### src/rtl/warp_fetcher.sv
// Per-warp instruction fetch stage: one valid/ready program-memory read per WARP_FETCH,
// with a saturating stall counter. Define FETCHER_LAST_PC_BUF_EN for a last-PC instruction buffer.

package warp_fetcher_pkg;

    typedef enum logic [2:0] {
        WARP_IDLE    = 3'd0,
        WARP_FETCH   = 3'd1,
        WARP_DECODE  = 3'd2,
        WARP_REQUEST = 3'd3,
        WARP_WAIT    = 3'd4,
        WARP_EXECUTE = 3'd5,
        WARP_UPDATE  = 3'd6,
        WARP_DONE    = 3'd7
    } warp_state_t;

    typedef enum logic [1:0] {
        FETCHER_IDLE     = 2'd0,
        FETCHER_FETCHING = 2'd1,
        FETCHER_FETCHED  = 2'd2
    } fetcher_state_t;

    typedef logic [31:0] instruction_t;

endpackage

module warp_fetcher
    import warp_fetcher_pkg::*;
#(
    parameter int unsigned PROGRAM_ADDR_BITS = 8,
    parameter int unsigned INSTR_WIDTH       = 32,
    parameter int unsigned STALL_CNT_BITS    = 16
) (
    input  logic                         clk,
    input  logic                         reset,
    input  warp_state_t                  warp_state,
    input  logic [PROGRAM_ADDR_BITS-1:0] pc,
    output logic                         mem_read_valid,
    output logic [PROGRAM_ADDR_BITS-1:0] mem_read_address,
    input  logic                         mem_read_ready,
    input  logic [INSTR_WIDTH-1:0]       mem_read_data,
    output fetcher_state_t               fetcher_state,
    output instruction_t                 instruction,
    output logic [STALL_CNT_BITS-1:0]    stall_cycles
);

    fetcher_state_t                 state_q, state_d;
    logic                           valid_q, valid_d;
    logic [PROGRAM_ADDR_BITS-1:0]   addr_q, addr_d;
    instruction_t                   instr_q, instr_d;
    logic [STALL_CNT_BITS-1:0]      stall_q, stall_d;
    logic                           buf_hit;

`ifdef FETCHER_LAST_PC_BUF_EN
    logic                           buf_valid_q;
    logic [PROGRAM_ADDR_BITS-1:0]   buf_pc_q;
    instruction_t                   buf_instr_q;
    logic                           mem_done;

    assign mem_done = (state_q == FETCHER_FETCHING) && mem_read_ready;
    assign buf_hit  = buf_valid_q && (buf_pc_q == pc);

    // Captures the launch address, not the live pc, so the entry matches what memory returned.
    always_ff @(posedge clk or negedge reset) begin
        if (!reset) begin
            buf_valid_q <= 1'b0;
            buf_pc_q    <= '0;
            buf_instr_q <= '0;
        end else if (mem_done) begin
            buf_valid_q <= 1'b1;
            buf_pc_q    <= addr_q;
            buf_instr_q <= mem_read_data;
        end
    end
`else
    assign buf_hit = 1'b0;
`endif

    always_comb begin
        state_d = state_q;
        valid_d = valid_q;
        addr_d  = addr_q;
        instr_d = instr_q;
        stall_d = stall_q;
        unique case (state_q)
            FETCHER_IDLE: begin
                if (warp_state == WARP_FETCH) begin
                    if (buf_hit) begin
`ifdef FETCHER_LAST_PC_BUF_EN
                        instr_d = buf_instr_q;
`endif
                        state_d = FETCHER_FETCHED;
                    end else begin
                        state_d = FETCHER_FETCHING;
                        valid_d = 1'b1;
                        addr_d  = pc;
                    end
                end
            end
            FETCHER_FETCHING: begin
                if (mem_read_ready) begin
                    instr_d = mem_read_data;
                    valid_d = 1'b0;
                    state_d = FETCHER_FETCHED;
                end else if (stall_q != '1) begin
                    stall_d = stall_q + 1'b1;
                end
            end
            FETCHER_FETCHED: begin
                if (warp_state == WARP_DECODE) begin
                    state_d = FETCHER_IDLE;
                end
            end
            default: begin
                state_d = FETCHER_IDLE;
                valid_d = 1'b0;
            end
        endcase
    end

    always_ff @(posedge clk or negedge reset) begin
        if (!reset) begin
            state_q <= FETCHER_IDLE;
            valid_q <= 1'b0;
            addr_q  <= '0;
            instr_q <= '0;
            stall_q <= '0;
        end else begin
            state_q <= state_d;
            valid_q <= valid_d;
            addr_q  <= addr_d;
            instr_q <= instr_d;
            stall_q <= stall_d;
        end
    end

    assign fetcher_state    = state_q;
    assign mem_read_valid   = valid_q;
    assign mem_read_address = addr_q;
    assign instruction      = instr_q;
    assign stall_cycles     = stall_q;

endmodule

### config.mk
export PLATFORM = sky130hd
export DESIGN_NAME = warp_fetcher
export DESIGN_NICKNAME = d
export VERILOG_FILES = /design/src/rtl/warp_fetcher.sv
export SDC_FILE = /design/constraint.sdc
export NUM_CORES = 1
export LEC_CHECK = 0
export ABC_AREA = 1
export CAP_MARGIN = 0
export CORE_UTILIZATION = 47
export DETAILED_ROUTE_END_ITERATION = 10
export GPL_ROUTABILITY_DRIVEN = 0
export PLACE_DENSITY = 0.95
export SYNTH_ARGS = -nofsm -noshare
export SYNTH_HDL_FRONTEND = slang
export SYNTH_SLANG_ARGS = --single-unit
### constraint.sdc
create_clock -name clk -period 4.33 [get_ports clk]
set_input_delay 0.866 -clock clk [delete_from_list [all_inputs] [get_ports clk]]
set_output_delay 0.866 -clock clk [all_outputs]
set_load 0.01 [all_outputs]
======== Word level (Yosys, flattened, before mapping) ========
Index checks and enable logic that the tools add are counted.
storage, ports and cells
  flip-flop bits (word level) ............. 59
  input bits .............................. 46
  word-level logic and storage cells ...... 29
operators by class
  equal/unequal tests ..................... 8
  reductions and logical operators ........ 6
  bitwise operators ....................... 2
  multiplexer cells ....................... 7
  $add $sub $neg .......................... 1
operator list
  kind                   number
  $add 16x1->16 const B  1
  $ne 16x16->1 const B   1
  $reduce_and 3->1       3
  $mux 2                 3
  $ne 2x2->1 const B     3
  $pmux 2 s3             1
  $reduce_and 2->1       2
  $eq 3x1->1 const B     1
  $eq 3x2->1 const B     1
  $pmux 1 s3             1
  $eq 2x1->1 const B     1
  $eq 2x2->1 const B     1
  $logic_not 2->1        1
  $mux 1                 2
  $not 1->1              2

======== Depth between registers and ports, before layout ========
Gate-level depths: netlist of the first run.
  depth after elaboration ................. 3
  mapped depth ............................ 10
  mapped depth without buffers ............ 9

======== Worst setup path before layout of the first run ========
No wires, ideal clock.
  kind .................................... input-to-reg
  start ................................... in warp_state[1]
  end ..................................... reg addr_q[0], in the netlist mem_read_address[0]
  slack ................................... 2,681 ps
  buffers on the path ..................... 1
  setup time .............................. 83 ps
  data arrival time ....................... 1,567 ps
  stages .................................. 6
  path through ............................ inv_1 > nand2_1 > nor2_1 > nand3_1 > clkbuf_1 > o21ai_0
between the ends
  cells in the longest elaborated chain, start to end .. 2
ends and longest elaborated chain
  item                        line  RTL
  from (decl)                 36    input warp_state_t warp_state,
  $eq 3x1->1                  87    if (warp_state == WARP_FETCH) begin
  $reduce_and 2->1 (no line)  --
  to (signal assigned)        131   addr_q <= addr_d;
  to (decl)                   49    logic [PROGRAM_ADDR_BITS-1:0] addr_q, addr_d;
No other way between the ends.
A chain may end at the register's enable or synchronous reset.

======== Worst setup path in the final report of the first run ========
  start ................................... in mem_read_ready
  end ..................................... reg instr_q[30], in the netlist instruction[30]
between the ends
  cells in the longest elaborated chain, start to end .. 1
ends and longest elaborated chain
  item                        line  RTL
  from (decl)                 40    input logic mem_read_ready,
  $reduce_and 2->1 (no line)  --
  to (signal assigned)        132   instr_q <= instr_d;
  to (decl)                   50    instruction_t instr_q, instr_d;
No other way between the ends.

==> impl_metrics.json, run 1 <==
{
  "diodes": 0,
  "io_pins": 105,
  "reg2reg_slack_ps": 2510,
  "area_growth_pct": 47.2,
  "dieWidth_um": 77.4,
  "dr.pass1.iters": 5,
  "syn_nets": 314,
  "setup-violations-final": 0,
  "clockRootBuffer": "clkbuf_8",
  "p_leak_nw": 1.71,
  "finalCritPeriodShare_pct": 56.3,
  "yosysWarningCount": 0,
  "die_area_um2": 5990,
  "syn_inst": 267,
  "nNetsFinal": 424,
  "stdcell_count": 454,
  "die_h_um": 77.4,
  "grt_max_degree": 34,
  "dp_hpwl_um": 4570,
  "placementRows": 27,
  "cts_max_path_buffers": 2,
  "power_density_nw_per_um2": 576,
  "worst_slew_pin_slew_ps": 800,
  "rsz0062_at_grt": "no",
  "drive_gt1_share_pct": 17.8,
  "cp-end-kind": "flop",
  "place_inst": 438,
  "syn_area_um2": 2670,
  "grt_pass1_wl_um": 10300,
  "postCtsSetupRepairBufs": 0,
  "gr-total-overflow": 0,
  "ys_top_cells_by_area": "dfrtp_1 (55%), mux2_2 (13%), nand2_1 (9.1%)",
  "dr_total_vias": 2260,
  "synth.avg_cell_area_um2": 10.0,
  "synth_commonest_cells": "nand2_1 (65), dfrtp_1 (59), mux2_2 (32), inv_1 (26), nand3_1 (20)",
  "drt_wl_total_um": 6190,
  "cts_tree": "built",
  "hold_path_class": "flop to flop",
  "cts.sinks": 59,
  "final-hold-violation-count": 0,
  "maxSlewHeadroom_pct": 46.6,
  "crit_buf_inv": 1,
  "critPathArrivalTime_ps": 2650,
  "crit_chain": "clkdlybuf4s50_1 > nand3_2 > mux2_2",
  "synth_top_area_cell": "dfrtp_1",
  "met1_usage_pct": 26.1,
  "synth_edf_count": 0,
  "yosysMostFrequentCell": "nand2_1",
  "setup-tns-final_ps": 0,
  "clock_skew_ps": 4.89,
  "grt_pass1_vias": 2244,
  "fmax_mhz": 410,
  "synth_ff_type": "dfrtp_1",
  "yosysSeqAreaShare_pct": 55.2,
  "required_ps": 4540,
  "drv_cap": 0,
  "cts_resized": 0,
  "max_stage_delay_ps": 650,
  "outcome": "complete, no violations",
  "async_reset_ff_share_pct": 100,
  "synth_cell_type_count": 25,
  "min_period_ps": 2440,
  "clk_pin_slew_ps": 60,
  "io_buffers": 104,
  "path_max_fanout": 33,
  "num-fill-cells": 408,
  "crit_type": "primary input to flop",
  "clk_latency_ps": 330,
  "h-tree-depth": 3,
  "critPathSlowestCell": "nand3_2",
  "cts-buffers-inserted": 9,
  "drcViolationCount": 0,
  "synth_top_area_share_pct": 55.2,
  "drt-wirelength-per-cell_um": 13.6,
  "gr-usage-met2_pct": 38.1,
  "ctsHoldBuffers": 0,
  "use_met3_pct": 6.71,
  "cpLargestDelayFamily": "simple AND/OR/NAND/NOR gates",
  "drt_iter0_drc": 166,
  "yosys_register_bits": 59,
  "antenna_found_initial": 0,
  "critPathLaunchType": "primary input",
  "drtAntennaViolNets": 0,
  "grtUsageTotal_pct": 22.4,
  "viasPerCell": 4.98,
  "start_util_pct": 48.6,
  "grt_busiest_layer": "met2",
  "drv_slew": 0,
  "max-vdd-ir-drop_mv": 0.363,
  "coreArea_um2": 5510
}
## layout make-up
type,count,area (µm²),share of cell area (%)
flip-flops and latches,59,1480,37.5
multi-input cells,174,1050,26.7
repair buffers,105,1040,26.5
clock buffers,11,141,3.59
inverters,28,105,2.67
well taps,72,90.1,2.29
clock inverters,5,28.8,0.731
## path summary, 6_finish.rpt
path / cells past startpoint / startpoint / endpoint
max in group asynchronous: 2 / reset / instruction[30]
max: 3 / mem_read_ready / instruction[30]
max reg2reg: 3 / fetcher_state[1] / instruction[30]
min reg2reg: 2 / mem_read_address[1] / mem_read_address[1]
min in group asynchronous: 1 / reset / stall_cycles[4]
min: 2 / mem_read_address[1] / mem_read_address[1]
## report_power, final
part | total (W) | switching (W) | internal (W)
sequential | 0.000914 | 0.000146 | 0.000768
combinational | 0.000921 | 0.000358 | 0.000563
clock | 0.000433 | 0.000213 | 0.000220
total | 0.00227 | 0.000717 | 0.00155
## through the flow
stage / setup slack (ps) / hold WS [ps] / cell area [µm²] / utilization, % / total power (W)
floorplan: 2680 / 519 / 2670 / - / 0.00129
global placement: 1590 / 466 / 3770 / 68.4 / 0.00180
detailed placement: 1530 / 482 / 3770 / 68.4 / 0.00185
CTS: 1890 / 497 / 3940 / 71.5 / 0.00229
global route: 1770 / 512 / 3940 / 71.5 / 0.00239
finish: 1890 / 491 / 3940 / 71.5 / 0.00227
## flip-flops by register name, summed over array words and instances, names as in the netlist
| register | cells |
|---|---|
| fetcher_state | 2 |
| instruction | 32 |
| mem_read_address | 8 |
| mem_read_valid | 1 |
| stall_cycles | 16 |
## worst reg2reg max path, cell delays in order, from the launching register on
cell,delay (ps)
dfrtp_1,430
inv_2,110
nand3_2,610
mux2_2,550
## cell usage in the layout, fill, tap and decap left out, drive strengths merged
| cell type | instances |
|---|---|
| a21boi | 1 |
| clkinv | 5 |
| xor2 | 2 |
| nor3 | 1 |
| clkbuf | 11 |
| mux2 | 32 |
| xnor2 | 1 |
| o21ai | 13 |
| nand3 | 21 |
| nand2 | 74 |
| nand4 | 4 |
| o31ai | 1 |
| inv | 28 |
| dfrtp | 59 |
| clkdlybuf4s50 | 103 |
| buf | 2 |
| nor2 | 23 |
| ha | 1 |
## kinds of logic (layout without fill, tap and decap cells)
group / count (synthesis) / in the layout / synth area share [%]
xor+xnor: 3 / 3 / 0.983
fa+ha+maj: 1 / 1 / 0.468
mux: 32 / 32 / 13.5
flops: 59 / 59 / 55.2
compound gates: 15 / 15 / 3.28
simple gates: 123 / 123 / 21.1
buf+inv: 34 / 149 / 5.47
## per-layer routing
layer  part of all wire (%)  routed length, µm
met1                     39               2440
met2                     53               3280
met3                    5.6                344
met4                    2.1                127
met5                      0                  0
Note: power is estimated with default switching activity, not from simulation.
==> run 2: changes to the inputs <==
--- a/config.mk
+++ b/config.mk
@@ -7,10 +7,10 @@
 export LEC_CHECK = 0
 export ABC_AREA = 1
 export CAP_MARGIN = 0
-export CORE_UTILIZATION = 47
+export CORE_UTILIZATION = 43
 export DETAILED_ROUTE_END_ITERATION = 10
 export GPL_ROUTABILITY_DRIVEN = 0
-export PLACE_DENSITY = 0.95
+export PLACE_DENSITY = 0.91
 export SYNTH_ARGS = -nofsm -noshare
 export SYNTH_HDL_FRONTEND = slang
 export SYNTH_SLANG_ARGS = --single-unit
==> constraint.sdc (replaced) <==
create_clock -name clk -period 2.4 [get_ports clk]
set_input_delay 0.48 -clock clk [delete_from_list [all_inputs] [get_ports clk]]
set_output_delay 0.48 -clock clk [all_outputs]
set_load 0.01 [all_outputs]
==> run 2 against run 1 <==
Routed wire length shrank 4.2%. Worst setup slack lost 1400 ps. Final area grew 1.4%. Largest power group unchanged. Core utilization shrank 4.5 points. First-iteration DRC count shrank 24%. Flip-flop and latch count is the same. Non-clock buffer count grew 2. Sequential share of layout area shrank 0.51 points. Sequential power grew 79%. Combinational power grew 80%. Clock-buffer cell count shrank 2. Highest routed layer unchanged. Total power grew 84%.
==> impl_metrics.json, run 2 (synthesis results as in run 1) <==
{
  "path_max_fanout": 7,
  "setup-tns-final_ps": 0,
  "drt-wirelength-per-cell_um": 12.9,
  "grt_pass1_wl_um": 9470,
  "cts-buffers-inserted": 9,
  "crit_chain": "clkdlybuf4s50_1",
  "grtUsageTotal_pct": 19.3,
  "grt_pass1_vias": 2104,
  "postCtsSetupRepairBufs": 0,
  "regArea_um2": 1480,
  "diodes": 0,
  "h-tree-depth": 3,
  "area_growth_pct": 49.2,
  "antenna_found_initial": 0,
  "cts_max_path_buffers": 2,
  "die_h_um": 80.9,
  "placed_cell_area_um2": 3800,
  "num-fill-cells": 499,
  "cp-end-kind": "primary output",
  "drt_iter0_drc": 126,
  "setup-violations-final": 0,
  "crit_buf_inv": 1,
  "cpLargestDelayFamily": "buffers and inverters",
  "nNetsFinal": 426,
  "placementRows": 28,
  "critPathArrivalTime_ps": 1400,
  "hold_path_class": "primary input to async pin",
  "r2r_end": "stall_cycles[3]",
  "drive_gt1_share_pct": 18.5,
  "drt_wl_total_um": 5930,
  "r2r_start": "stall_cycles[0]",
  "dp_hpwl_um": 4420,
  "grt_max_degree": 33,
  "stdcell_area_um2": 3990,
  "dieWidth_um": 80.9,
  "reg2reg_slack_ps": 720,
  "fmax_mhz": 533,
  "worst_slew_pin_slew_ps": 516,
  "coreArea_um2": 5960,
  "final-hold-violation-count": 0,
  "max_stage_delay_ps": 590,
  "layout_commonest_cell": "clkdlybuf4s50_1",
  "dp_slack_ps": 346,
  "drtAntennaViolNets": 0,
  "clock_skew_ps": 7.50,
  "finalWorstSetupSlack_ps": 523,
  "final_cell_mix": "clkdlybuf4s50_1 (103), nand2_1 (65), dfrtp_1 (59), mux2_2 (32), inv_1 (26)",
  "crit_type": "flop to primary output",
  "clk_latency_ps": 330,
  "power_density_nw_per_um2": 1050,
  "whs_ps": 159,
  "viasPerCell": 4.69,
  "r2r_cells": 8,
  "die_area_um2": 6540,
  "cts_tree": "built",
  "drv_slew": 0,
  "clk_pin_slew_ps": 70,
  "p_leak_nw": 1.73,
  "critPathCapture": "stall_cycles[9]",
  "finalCritPeriodShare_pct": 78.2,
  "io_pins": 105,
  "dr_total_vias": 2151,
  "cp.depth": 1,
  "outcome": "complete, no violations",
  "max-vdd-ir-drop_mv": 0.689,
  "start_util_pct": 44.9,
  "critPathLaunchType": "flop",
  "drv_cap": 0,
  "cts.sinks": 59,
  "largest_register_ffs": 32,
  "min_period_ps": 1880,
  "cts_resized": 0,
  "gr-total-overflow": 0,
  "clockRootBuffer": "clkbuf_8",
  "drcViolationCount": 0,
  "critPathSlowestCell": "clkdlybuf4s50_1",
  "dr.pass1.iters": 4,
  "setup.worst_path.start": "stall_cycles[9]",
  "rsz0062_at_grt": "no",
  "ctsHoldBuffers": 0,
  "multi_input_area_um2": 1050,
  "maxSlewHeadroom_pct": 65.5,
  "required_ps": 1920,
  "io_buffers": 104
}
[run 2: cell types whose count changed in the layout (fill, tap and decap cells not counted)]
cell and change:
buf_12 +1, buf_4 +1, bufinv_16 +1, clkbuf_1 -1
clkbuf_8 -1, clkinv_2 -1, clkinvlp_4 +2
[run 2: report_power, final]
| group | switching [W] | internal, W | total [W] | leakage (nW) |
|---|---|---|---|---|
| Clock | 0.000395 | 0.000475 | 0.000870 | 0.0950 |
| Sequential | 0.000258 | 0.00138 | 0.00164 | 0.740 |
| Combinational | 0.000642 | 0.00102 | 0.00166 | 0.896 |
| Total | 0.00130 | 0.00288 | 0.00418 | 1.73 |
[run 2: per-layer routing]
metal  wire length [µm]  vias up  track usage [%]
li1                   -     1080                -
met1               2490     1003             24.1
met2               3080       59             31.3
met3                264        9             4.61
met4                 97        0             9.64
met5                  0        -                0
[run 2: worst min path at each step]
stage,startpoint,to,slack (ps),cells past startpoint
floorplan,reset,fetcher_state[0],180,0
global placement,mem_read_address[1],mem_read_address[1],470,2
detailed placement,mem_read_address[1],mem_read_address[1],470,2
CTS,reset,stall_cycles[5],160,2
global route,reset,stall_cycles[6],180,2
finish,reset,stall_cycles[6],160,2
[run 2: layout make-up]
type / instances / share of cell area, %
flip-flops and latches: 59 / 37.0
repair buffers: 107 / 26.8
multi-input cells: 174 / 26.3
clock buffers: 9 / 3.10
clock inverters: 7 / 1.72
well taps: 75 / 2.35
inverters: 28 / 2.63
[run 2: through the flow]
step           total power [W]  utilization (%)  instances
3_5_place_dp           0.00333             63.8        443
2_1_floorplan          0.00232                -        267
3_3_place_gp           0.00327             63.8        443
5_1_grt                0.00441             67.0        459
6_report               0.00418             67.0        459
4_1_cts                0.00423             67.0        459
